## config.mk

```make
export PLATFORM = sky130hd
export DESIGN_NAME = pll_reset_sequencer
export DESIGN_NICKNAME = d
export VERILOG_FILES = /design/src/rtl/pll_reset_seq_pkg.sv /design/src/rtl/bit_synchronizer.sv /design/src/rtl/pll_reset_sequencer.sv
export SDC_FILE = /design/constraint.sdc
export NUM_CORES = 1
export LEC_CHECK = 0
export ABC_AREA = 0
export CAP_MARGIN = 40
export CORE_ASPECT_RATIO = 0.75
export CORE_MARGIN = 2
export CORE_UTILIZATION = 54
export CTS_CLUSTER_DIAMETER = 50
export DETAILED_ROUTE_END_ITERATION = 8
export PLACE_DENSITY = 0.81
export SLEW_MARGIN = 20
export SYNTH_ARGS = -nofsm -noshare
export SYNTH_HDL_FRONTEND = slang
export SYNTH_SLANG_ARGS = --single-unit
```

## constraint.sdc

```tcl
create_clock -name i_clk -period 2.11 [get_ports i_clk]
set_input_delay 0.211 -clock i_clk [delete_from_list [all_inputs] [get_ports i_clk]]
set_output_delay 0.211 -clock i_clk [all_outputs]
set_load 0.01 [all_outputs]
```

## src/rtl/pll_reset_seq_pkg.sv

```systemverilog
// Shared types and constants for the PLL reset sequencer.
// The state encoding is visible on the o_state debug port, so keep it stable.
package pll_reset_seq_pkg;

    typedef enum logic [2:0] {
        ST_PLL_RESET   = 3'd0,
        ST_WAIT_LOCK   = 3'd1,
        ST_LOCK_STABLE = 3'd2,
        ST_RELEASE     = 3'd3,
        ST_RUN         = 3'd4,
        ST_FAULT       = 3'd5
    } seq_state_e;

    localparam int unsigned LOSS_CNT_W = 8;

    function automatic int unsigned max_of4(
        input int unsigned a,
        input int unsigned b,
        input int unsigned c,
        input int unsigned d
    );
        int unsigned m;
        m = a;
        if (b > m) m = b;
        if (c > m) m = c;
        if (d > m) m = d;
        return m;
    endfunction

endpackage

```

## src/rtl/bit_synchronizer.sv

```systemverilog
// Multi-flop synchroniser that brings a single asynchronous level into i_clk.
// It is cleared by i_reset, so the output reads 0 until the input has propagated.
module bit_synchronizer #(
    parameter int unsigned SYNC_STAGES = 2
) (
    input  logic i_clk,
    input  logic i_reset,
    input  logic i_d,
    output logic o_q
);

    logic [SYNC_STAGES-1:0] sync_q;

    genvar gi;
    generate
        for (gi = 0; gi < SYNC_STAGES; gi++) begin : g_flop
            if (gi == 0) begin : g_first
                always_ff @(posedge i_clk) begin
                    if (i_reset) sync_q[gi] <= 1'b0;
                    else         sync_q[gi] <= i_d;
                end
            end else begin : g_chain
                always_ff @(posedge i_clk) begin
                    if (i_reset) sync_q[gi] <= 1'b0;
                    else         sync_q[gi] <= sync_q[gi-1];
                end
            end
        end
    endgenerate

    assign o_q = sync_q[SYNC_STAGES-1];

endmodule

```

## src/rtl/pll_reset_sequencer.sv

```systemverilog
// Drives the PLL reset, qualifies lock, then releases ordered stage resets.
// It retries on lock timeout, faults after repeated failures, and re-sequences on lock loss.
module pll_reset_sequencer
    import pll_reset_seq_pkg::*;
#(
    parameter int unsigned QUANTITY_OF_STAGES  = 2,
    parameter int unsigned PLL_RESET_CYCLES    = 16,
    parameter int unsigned LOCK_TIMEOUT_CYCLES = 1_000_000,
    parameter int unsigned LOCK_STABLE_CYCLES  = 1024,
    parameter int unsigned STAGE_GAP_CYCLES    = 256,
    parameter int unsigned MAX_RETRIES         = 3,
    parameter int unsigned SYNC_STAGES         = 2
) (
    input  logic                                i_clk,
    input  logic                                i_reset,
    input  logic                                i_pll_locked,
    input  logic                                i_restart,
    output logic                                o_pll_reset,
    output logic [QUANTITY_OF_STAGES-1:0]       o_stage_reset_n,
    output logic                                o_ready,
    output logic                                o_fault,
    output logic [$clog2(MAX_RETRIES+1)-1:0]    o_retry_count,
    output logic [LOSS_CNT_W-1:0]               o_lock_loss_count,
    output logic [2:0]                          o_state
);

    localparam int unsigned RETRY_W  = $clog2(MAX_RETRIES + 1);
    localparam int unsigned LAST_GAP = (QUANTITY_OF_STAGES - 1) * STAGE_GAP_CYCLES;
    localparam int unsigned CNT_MAX  = max_of4(PLL_RESET_CYCLES, LOCK_TIMEOUT_CYCLES,
                                               LOCK_STABLE_CYCLES, LAST_GAP);
    localparam int unsigned CNT_W    = $clog2(CNT_MAX + 1);

    localparam logic [QUANTITY_OF_STAGES-1:0] FIRST_STAGE  = QUANTITY_OF_STAGES'(1);
    localparam logic [QUANTITY_OF_STAGES-1:0] ALL_RELEASED = '1;

    logic                          lock_s;
    seq_state_e                    state_q;
    logic [CNT_W-1:0]              cnt_q;
    logic [CNT_W-1:0]              tmo_q;
    logic [RETRY_W-1:0]            retry_q;
    logic [LOSS_CNT_W-1:0]         loss_q;
    logic                          pll_reset_q;
    logic [QUANTITY_OF_STAGES-1:0] stages_q;
    logic                          ready_q;
    logic                          fault_q;

    logic [CNT_W-1:0]              cnt_inc;
    logic [RETRY_W-1:0]            retry_inc;
    logic [QUANTITY_OF_STAGES-1:0] stage_due;

    bit_synchronizer #(
        .SYNC_STAGES (SYNC_STAGES)
    ) u_lock_sync (
        .i_clk   (i_clk),
        .i_reset (i_reset),
        .i_d     (i_pll_locked),
        .o_q     (lock_s)
    );

    assign cnt_inc   = cnt_q + CNT_W'(1);
    assign retry_inc = retry_q + RETRY_W'(1);

    // A stage is due once the post-bit-0 cycle count reaches its slot in the gap schedule.
    genvar gi;
    generate
        for (gi = 0; gi < QUANTITY_OF_STAGES; gi++) begin : g_due
            assign stage_due[gi] = (cnt_inc >= CNT_W'(gi * STAGE_GAP_CYCLES));
        end
    endgenerate

    always_ff @(posedge i_clk) begin
        if (i_reset) begin
            state_q     <= ST_PLL_RESET;
            cnt_q       <= '0;
            tmo_q       <= '0;
            retry_q     <= '0;
            loss_q      <= '0;
            pll_reset_q <= 1'b1;
            stages_q    <= '0;
            ready_q     <= 1'b0;
            fault_q     <= 1'b0;
        end else if (i_restart) begin
            // The entry edge counts as the first PLL reset cycle.
            state_q     <= ST_PLL_RESET;
            cnt_q       <= CNT_W'(1);
            tmo_q       <= '0;
            retry_q     <= '0;
            pll_reset_q <= 1'b1;
            stages_q    <= '0;
            ready_q     <= 1'b0;
            fault_q     <= 1'b0;
        end else begin
            case (state_q)
                ST_PLL_RESET: begin
                    if (cnt_q == CNT_W'(PLL_RESET_CYCLES)) begin
                        state_q     <= ST_WAIT_LOCK;
                        cnt_q       <= '0;
                        tmo_q       <= '0;
                        pll_reset_q <= 1'b0;
                    end else begin
                        cnt_q <= cnt_inc;
                    end
                end
                ST_WAIT_LOCK: begin
                    if (lock_s) begin
                        state_q <= ST_LOCK_STABLE;
                        cnt_q   <= '0;
                    end else if (tmo_q == CNT_W'(LOCK_TIMEOUT_CYCLES - 1)) begin
                        retry_q     <= retry_inc;
                        tmo_q       <= '0;
                        pll_reset_q <= 1'b1;
                        if (retry_inc == RETRY_W'(MAX_RETRIES)) begin
                            state_q <= ST_FAULT;
                            fault_q <= 1'b1;
                        end else begin
                            state_q <= ST_PLL_RESET;
                            cnt_q   <= CNT_W'(1);
                        end
                    end else begin
                        tmo_q <= tmo_q + CNT_W'(1);
                    end
                end
                ST_LOCK_STABLE: begin
                    // The timeout counter is left untouched so a bouncing lock still times out.
                    if (!lock_s) begin
                        state_q <= ST_WAIT_LOCK;
                        cnt_q   <= '0;
                    end else if (cnt_q == CNT_W'(LOCK_STABLE_CYCLES - 1)) begin
                        cnt_q <= '0;
                        if (QUANTITY_OF_STAGES == 1) begin
                            state_q  <= ST_RUN;
                            stages_q <= ALL_RELEASED;
                            ready_q  <= 1'b1;
                            retry_q  <= '0;
                        end else begin
                            state_q  <= ST_RELEASE;
                            stages_q <= FIRST_STAGE;
                        end
                    end else begin
                        cnt_q <= cnt_inc;
                    end
                end
                ST_RELEASE, ST_RUN: begin
                    if (!lock_s) begin
                        state_q     <= ST_PLL_RESET;
                        cnt_q       <= CNT_W'(1);
                        tmo_q       <= '0;
                        pll_reset_q <= 1'b1;
                        stages_q    <= '0;
                        ready_q     <= 1'b0;
                        if (loss_q != '1) loss_q <= loss_q + LOSS_CNT_W'(1);
                    end else if (state_q == ST_RELEASE) begin
                        cnt_q    <= cnt_inc;
                        stages_q <= stages_q | stage_due;
                        if (cnt_inc == CNT_W'(LAST_GAP)) begin
                            state_q <= ST_RUN;
                            ready_q <= 1'b1;
                            retry_q <= '0;
                        end
                    end
                end
                ST_FAULT: begin
                    pll_reset_q <= 1'b1;
                    stages_q    <= '0;
                    ready_q     <= 1'b0;
                    fault_q     <= 1'b1;
                end
                default: begin
                    state_q     <= ST_PLL_RESET;
                    cnt_q       <= '0;
                    pll_reset_q <= 1'b1;
                    stages_q    <= '0;
                    ready_q     <= 1'b0;
                    fault_q     <= 1'b0;
                end
            endcase
        end
    end

    assign o_pll_reset       = pll_reset_q;
    assign o_stage_reset_n   = stages_q;
    assign o_ready           = ready_q;
    assign o_fault           = fault_q;
    assign o_retry_count     = retry_q;
    assign o_lock_loss_count = loss_q;
    assign o_state           = state_q;

endmodule

```

==> metrics.yaml <==
run_status:
  status: "finished with violations"
  violations: "setup timing"
detailed_routing:
  drt-initial-drc-count: 623
  drc: 0
  drt_wl_total_um: 13300
  via_per_inst: 6.807
  dr.pass1.iters: 7
  wl_per_cell_um: 20.58
  vias: 4397
  ant_nets: 0
cts:
  clock_latency_ps: 350
  cts_buffers: 9
  root_buffer: "clkbuf_8"
  clkTransAtPathRegs_ps: 70
  cts.sinks: 60
  cts_tree: "built"
  clock_path_buffers: 2
  cts_max_level: 3
timing:
  setup_ws_ps: -149.4
  finalSetupViolCount: 35
  drv_slew: 0
  relSlewSlack: 0.6315
  worst_pin_slew_ps: 552.8
  fmax_mhz: 442.6
  rsz0062_at_grt: "true"
  setup_tns_ps: -1700
  fin_crit_ps: 2259
  fin_skew_ps: 7.006
  fin_crit_sh: 1.071
  finalHoldViolCount: 0
floorplan:
  core_region_area_sq_um: 6766
  start_util: 0.5555
  row_count: 26
  die_w_um: 100.3
  die_area_sq_um: 7651
  ioPinCount: 22
  die_height_um: 76.25
setup_path:
  rr_worst_depth: 8
  path_class: "reg2reg"
  cp.arrival_ps: 2470
  start_kind: "register"
  worstReg2RegStart: "cnt_q[14]"
  worstSetupEndpointType: "register"
  worstReg2RegEnd: "o_state[0]"
  crit_required_ps: 2320
  cp_max_fo: 7
  rrSetupSlack_ps: -150
global_route:
  grt_antenna_before_repair: 0
  track_usage: 0.3234
  grt_max_degree: 23
  grt_pass1_wl_um: 19750
  grt.overflow.total: 0
  grt_pass1_vias: 4123
hold_path:
  worstHoldPathCells: 2
  hold_end: "u_lock_sync.sync_q[0]"
  hold_path_class: "in2reg"
  min_from: "i_pll_locked"
logic_synthesis:
  synth_edf_count: 0
  syn_inst: 481
  synthTopCellsByArea: "dfxtp_1 32%, nor2_1 5.4%, nand2_1 4.4%"
  ys_types: 67
  netlist.area_leader.share: 0.3196
  ys_seq_area_frac: 0.3196
  synth_flop_cell: "dfxtp_1"
  synthArstFlopShare: 0
  synth.avg_cell_area_sq_um: 7.814
  synthTopCellsByCount: "60 x dfxtp_1, 54 x nor2_1, 44 x nand2_1, 28 x a21oi_1, 24 x clkbuf_1"
  syn_nets: 490
  yosysMostFrequentCell: "dfxtp_1"
  ys_ff_latch: 60
  syn-cell-area_sq_um: 3759
  yosys_warnings: 0
  yosysTopAreaCell: "dfxtp_1"
finish:
  layout-drive-gt1-share: 0.2954
  areaGrowthSynthToFinish_pct: 35.95
  fin_nets: 566
  n_antenna_cell: 0
place:
  portBuffers: 21
  place_congestion: 0.9218
  pre_cts_slack_ps: -125.2
  dp_hpwl_um: 7703
pwr:
  power.density_nw_per_um2: 437.9
  ir_worst_vdd_mv: 0.3290
  leakagePower_nw: 1.849
run:
  cap_violations: 0
==> critical path, stage by stage (launching register included) <==
cell and delay, ps:
dfxtp_1 400, buf_4 170, nand4_1 150, nor4_1 330
buf_4 210, mux2i_2 100, a211o_1 330, nor4_2 340
nor4_1 90
==> flip-flops by register name (all words and copies together), names as in the netlist <==
signal and cells:
cnt_q 20, o_fault 1, o_lock_loss_count 8, o_pll_reset 1
o_ready 1, o_retry_count 2, o_stage_reset_n 2, o_state 3
tmo_q 20, u_lock_sync.o_q 1, u_lock_sync.sync_q 1
==> cells in the final DEF (no fill, tap or decap), drive strengths merged, types with 3 or more instances in the layout <==
cell type and count:
clkbuf 13, or3 7, a21oi 28, dfxtp 60, nand3 24, and4 7
nand2 45, nor2b 5, and3 12, o22ai 5, ha 5, xor2 9
nand4 24, o31ai 4, nor4 13, nor3 12, a211oi 3, or4 13
inv 8, mux2i 7, nor4b 6, nor2 54, buf 80, a31oi 6
and2 5, or2 3, xnor2 17, o21ai 24, clkdlybuf4s50 21
==> logic make-up after synthesis <==
logic type	synth area share
muxes	0.01864
and+or+nand+nor	0.3565
adders and majority gates	0.01664
AOI/OAI and AO/OA	0.1741
xor gates and xnor gates	0.06059
buffers and inverters	0.05393
DFF	0.3196
==> worst max path at each step <==
| stage | slack (ps) | depth (start not counted) | to | startpoint |
|---|---|---|---|---|
| detailed placement | -130 | 8 | cnt_q[5] | cnt_q[0] |
| global route | -190 | 8 | o_state[0] | cnt_q[14] |
| CTS | -40 | 7 | cnt_q[11] | o_retry_count[0] |
| finish | -150 | 8 | o_state[0] | cnt_q[14] |
| floorplan | -20 | 7 | cnt_q[13] | cnt_q[0] |
| global placement | -90 | 8 | o_retry_count[1] | cnt_q[0] |
==> timing repair <==
item / in CTS / in global routing
setup buffers: 2 / 6
resized for setup: 33 / 42
gates cloned: 1 / 3
setup endpoints to repair: 28 / 49
hold buffers: 0 / 0
pin swaps: 7 / 16
==> metrics by stage <==
stage                     hold WS, ps  instance area, sq um  std cells    util  total power [mW]
final                           415.4                  5110        646  0.7552             2.238
after floorplan                 282.6                  3782        481       -             1.218
after global placement          416.9                  4513        618  0.6670             1.258
after CTS                       414.0                  4848        637  0.7165             2.216
after detailed placement        440.6                  4513        618  0.6670             1.261
after global routing            425.9                  5110        646  0.7552             2.291
==> report_power, final <==
| group | total, mW | internal, mW | switching [mW] | leakage [nW] |
|---|---|---|---|---|
| clock | 0.975 | 0.486 | 0.489 | 0.0884 |
| combinational | 0.123 | 0.0489 | 0.0740 | 1.27 |
| sequential | 1.14 | 1.14 | 0.00413 | 0.489 |
==> layout make-up <==
class                           count  area [sq um]
Inverter                            8         32.53
Timing Repair Buffer              102         910.9
Sequential cell                    60          1216
Tap cell                           84         105.1
Clock buffer                       12         155.1
Fill cell                         419          1657
Clock inverter                      4         25.02
Multi-Input combinational cell    376          2665
==> metal layers <==
metal | share of wire | vias up | GRT usage
met5 | 0 | - | 0
met3 | 0.12 | 79 | 0.08073
met2 | 0.44 | 358 | 0.5081
li1 | - | 1927 | -
met1 | 0.39 | 2033 | 0.4219
met4 | 0.051 | 0 | 0.1384
(Power assumes the default switching activity.)
==> patch: new RTL, same settings <==
Reset style: asynchronous (`i_reset`), changed in 3 clocked blocks.
--- a/src/rtl/bit_synchronizer.sv
+++ b/src/rtl/bit_synchronizer.sv
@@ -15,12 +15,12 @@
     generate
         for (gi = 0; gi < SYNC_STAGES; gi++) begin : g_flop
             if (gi == 0) begin : g_first
-                always_ff @(posedge i_clk) begin
+                always_ff @(posedge i_clk or posedge i_reset) begin
                     if (i_reset) sync_q[gi] <= 1'b0;
                     else         sync_q[gi] <= i_d;
                 end
             end else begin : g_chain
-                always_ff @(posedge i_clk) begin
+                always_ff @(posedge i_clk or posedge i_reset) begin
                     if (i_reset) sync_q[gi] <= 1'b0;
                     else         sync_q[gi] <= sync_q[gi-1];
                 end
--- a/src/rtl/pll_reset_sequencer.sv
+++ b/src/rtl/pll_reset_sequencer.sv
@@ -68,7 +68,7 @@
         end
     endgenerate
 
-    always_ff @(posedge i_clk) begin
+    always_ff @(posedge i_clk or posedge i_reset) begin
         if (i_reset) begin
             state_q     <= ST_PLL_RESET;
             cnt_q       <= '0;
Formal check against the unedited RTL: same outputs for any inputs over 4 cycles, from zero or initial values and one cycle with i_reset high; that may be too few to reach the edited logic, so the function may still have changed.
==> patch against the unedited design <==
  * The run still ends with negative setup slack left
  * Synthesized cell count decreased by 10%
  * Critical path type unchanged
  * Routed wire length increased by 23%
  * Sequential share of layout area increased by 2.0 points
  * Non-clock buffer count increased by 54
  * Design area increased by 14%
  * Count of clock-buffer cells in the layout decreased by 1
  * Sequential cell count unchanged
  * Synthesized area about the same
  * Setup slack got worse by 0.62 ns
  * Largest cell class unchanged
Power is not compared: it rests on default switching activity, and its combinational part moved more than twofold at a synthesized area within 25%.
==> patch: results (changes against the unedited design) <==
- Status: finished, violations left
- Met1 GRT Util: 49.18% (+7.0 points)
- Crit path kind: flop to flop
- Cells after DPL: 626 (+1.3%)
- Mapped Avg Cell Area: 8.698 um^2 (+11%)
- Post-synth top cells: dfrtp_1 (59), nand2_1 (38), nor2_1 (31)
- Layout cells sized above 1: 42.31% (+13 points)
- FF-to-FF path depth: 9 (+1)
- Final WS setup: -0.7663 ns (-0.6169 ns)
- YS warnings: 0 (unchanged)
- N_diodes: 0 (unchanged)
- Overall Global Routing Usage: 35.73% (+3.4 points)
- Vias in the first global route: 4184 (+1.5%)
- Net count after synthesis: 442 (-9.8%)
- Final-report setup violation count: 54 (+54%)
- Pre-antenna DRT Iters: 7 (unchanged)
- Library cells used by synthesis: 65 (-3.0%)
- Synth async-reset ratio: 100.0% (+100 points)
- Fin cells: 663 (+2.6%)
- 1st-iter DRT viols: 628 (+0.80%)
- # fillers: 318 (-24%)
- Synth Flop Type: dfrtp_1
- First-pass GRT wire length: 21500 um (+8.8%)
- Violated checks: negative setup slack
- Setup tns final: -27.25 ns (-25.55 ns)
- Routing usage on met2: 53.29% (+2.5 points)
- CTS Hold Buffers Added: 0 (unchanged)
- Clock Path Buffers: 2 (unchanged)
- Wirelength, routed: 16390 um (+23%)
- Worst-Margin Slew: 0.6493 ns (+0.09647 ns)
- Reg clk slew, reported paths: 0.07 ns (about the same)
- R2R Path End: o_state[0]
- CTS buffer count: 9 (unchanged)
- Worst R2R Start: cnt_q[0]
- Final net count: 584 (+3.2%)
- Synth area leaders: dfrtp_1 (39%), nand2_1 (3.8%), a21oi_1 (3.7%)
- Routed vias: 4749 (+8.0%)
- GR Layer Usage met3: 10.09% (+2.0 points)
- H-Tree Depth: 3 (unchanged)
- Clock root buffer: clkbuf_8
- HP Class: primary input to async pin
- Initial antenna violation count: 0 (unchanged)
- Post-DP HPWL: 8078 um (+4.9%)
- Crit path max fanout: 4 (-3)
- Largest net degree at the start of global routing: 29 (+26%)
- IO buf count: 21 (unchanged)
- Max Clock Skew: 0.009584 ns (+0.002578 ns)
- GP Congestion: 0.9774 (+6.0%)
- Post-synthesis sequential area ratio: 39.99% (+8.0 points)
patch: changes by cell type in the layout (fill, tap and decap cells not counted), moves of 14 or more:
cell,delta
dfrtp_1,+57
nand4_1,-15
buf_6,+14
nor2_1,-29
dfxtp_1,-50
buf_4,+40
patch: worst max-delay path by stage:
stage	endpoint	slack, ns	cells after the start
final	o_state[0]	-0.77	9
after floorplan	o_state[0]	-0.74	8
after global placement	o_state[0]	-0.61	8
after CTS	o_state[0]	-0.62	8
after detailed placement	o_state[0]	-0.64	8
after global routing	o_state[0]	-0.76	9
patch: cells by family (layout without fill, tap and decap cells):
family | Yosys count | in the layout | synth area share [%]
AOI/OAI and AO/OA | 129 | 129 | 23.24
xor gates and xnor gates | 16 | 16 | 3.730
adders and majority gates | 6 | 6 | 1.998
buffers and inverters | 42 | 189 | 4.662
DFF | 60 | 60 | 39.99
muxes | 7 | 7 | 1.965
and+or+nand+nor | 172 | 172 | 24.41
patch: routing by layer:
layer | vias to the layer above | wire, um
met4 | 0 | 1189
li1 | 1893 | -
met3 | 164 | 2377
met1 | 2196 | 5987
met5 | - | 0
met2 | 496 | 6837
patch: critical path, stage by stage, from the launching register on:
cell	delay, ns
dfrtp_2	0.41
ha_4	0.17
nand4_4	0.09
or2_4	0.25
or4_4	0.43
buf_6	0.16
mux2_4	0.33
a2111oi_4	0.41
o211a_4	0.22
mux2_4	0.30
patch: final cells by class:
type                       count  area share [%]
multi-input combinational    330           44.63
sequential                    60           25.85
timing repair buffer         156           22.91
clock buffer                  11           2.428
tap                           84           1.805
clock inverter                 5           1.289
inverter                      17           1.096
patch: stage by stage:
stage / setup WS (ns) / instance area (um^2) / hold WS (ns)
after floorplan: -0.7424 / 3913 / 0.2424
after detailed placement: -0.6448 / 4935 / 0.3396
after global placement: -0.6079 / 4935 / 0.3349
after global routing: -0.7621 / 5823 / 0.2726
final: -0.7663 / 5823 / 0.2251
after CTS: -0.6162 / 5507 / 0.2323
patch: power breakdown:
group | internal [mW] | switching [mW]
clock | 0.692 | 0.512
combinational | 0.930 | 1.18
sequential | 1.22 | 0.103
patch: repair_timing:
action / in CTS / in global routing
gates resized for setup: 53 / 67
buffers inserted: 14 / 9
endpoints found under the setup margin: 49 / 53
pin swaps: 29 / 16
cloned: 3 / 1
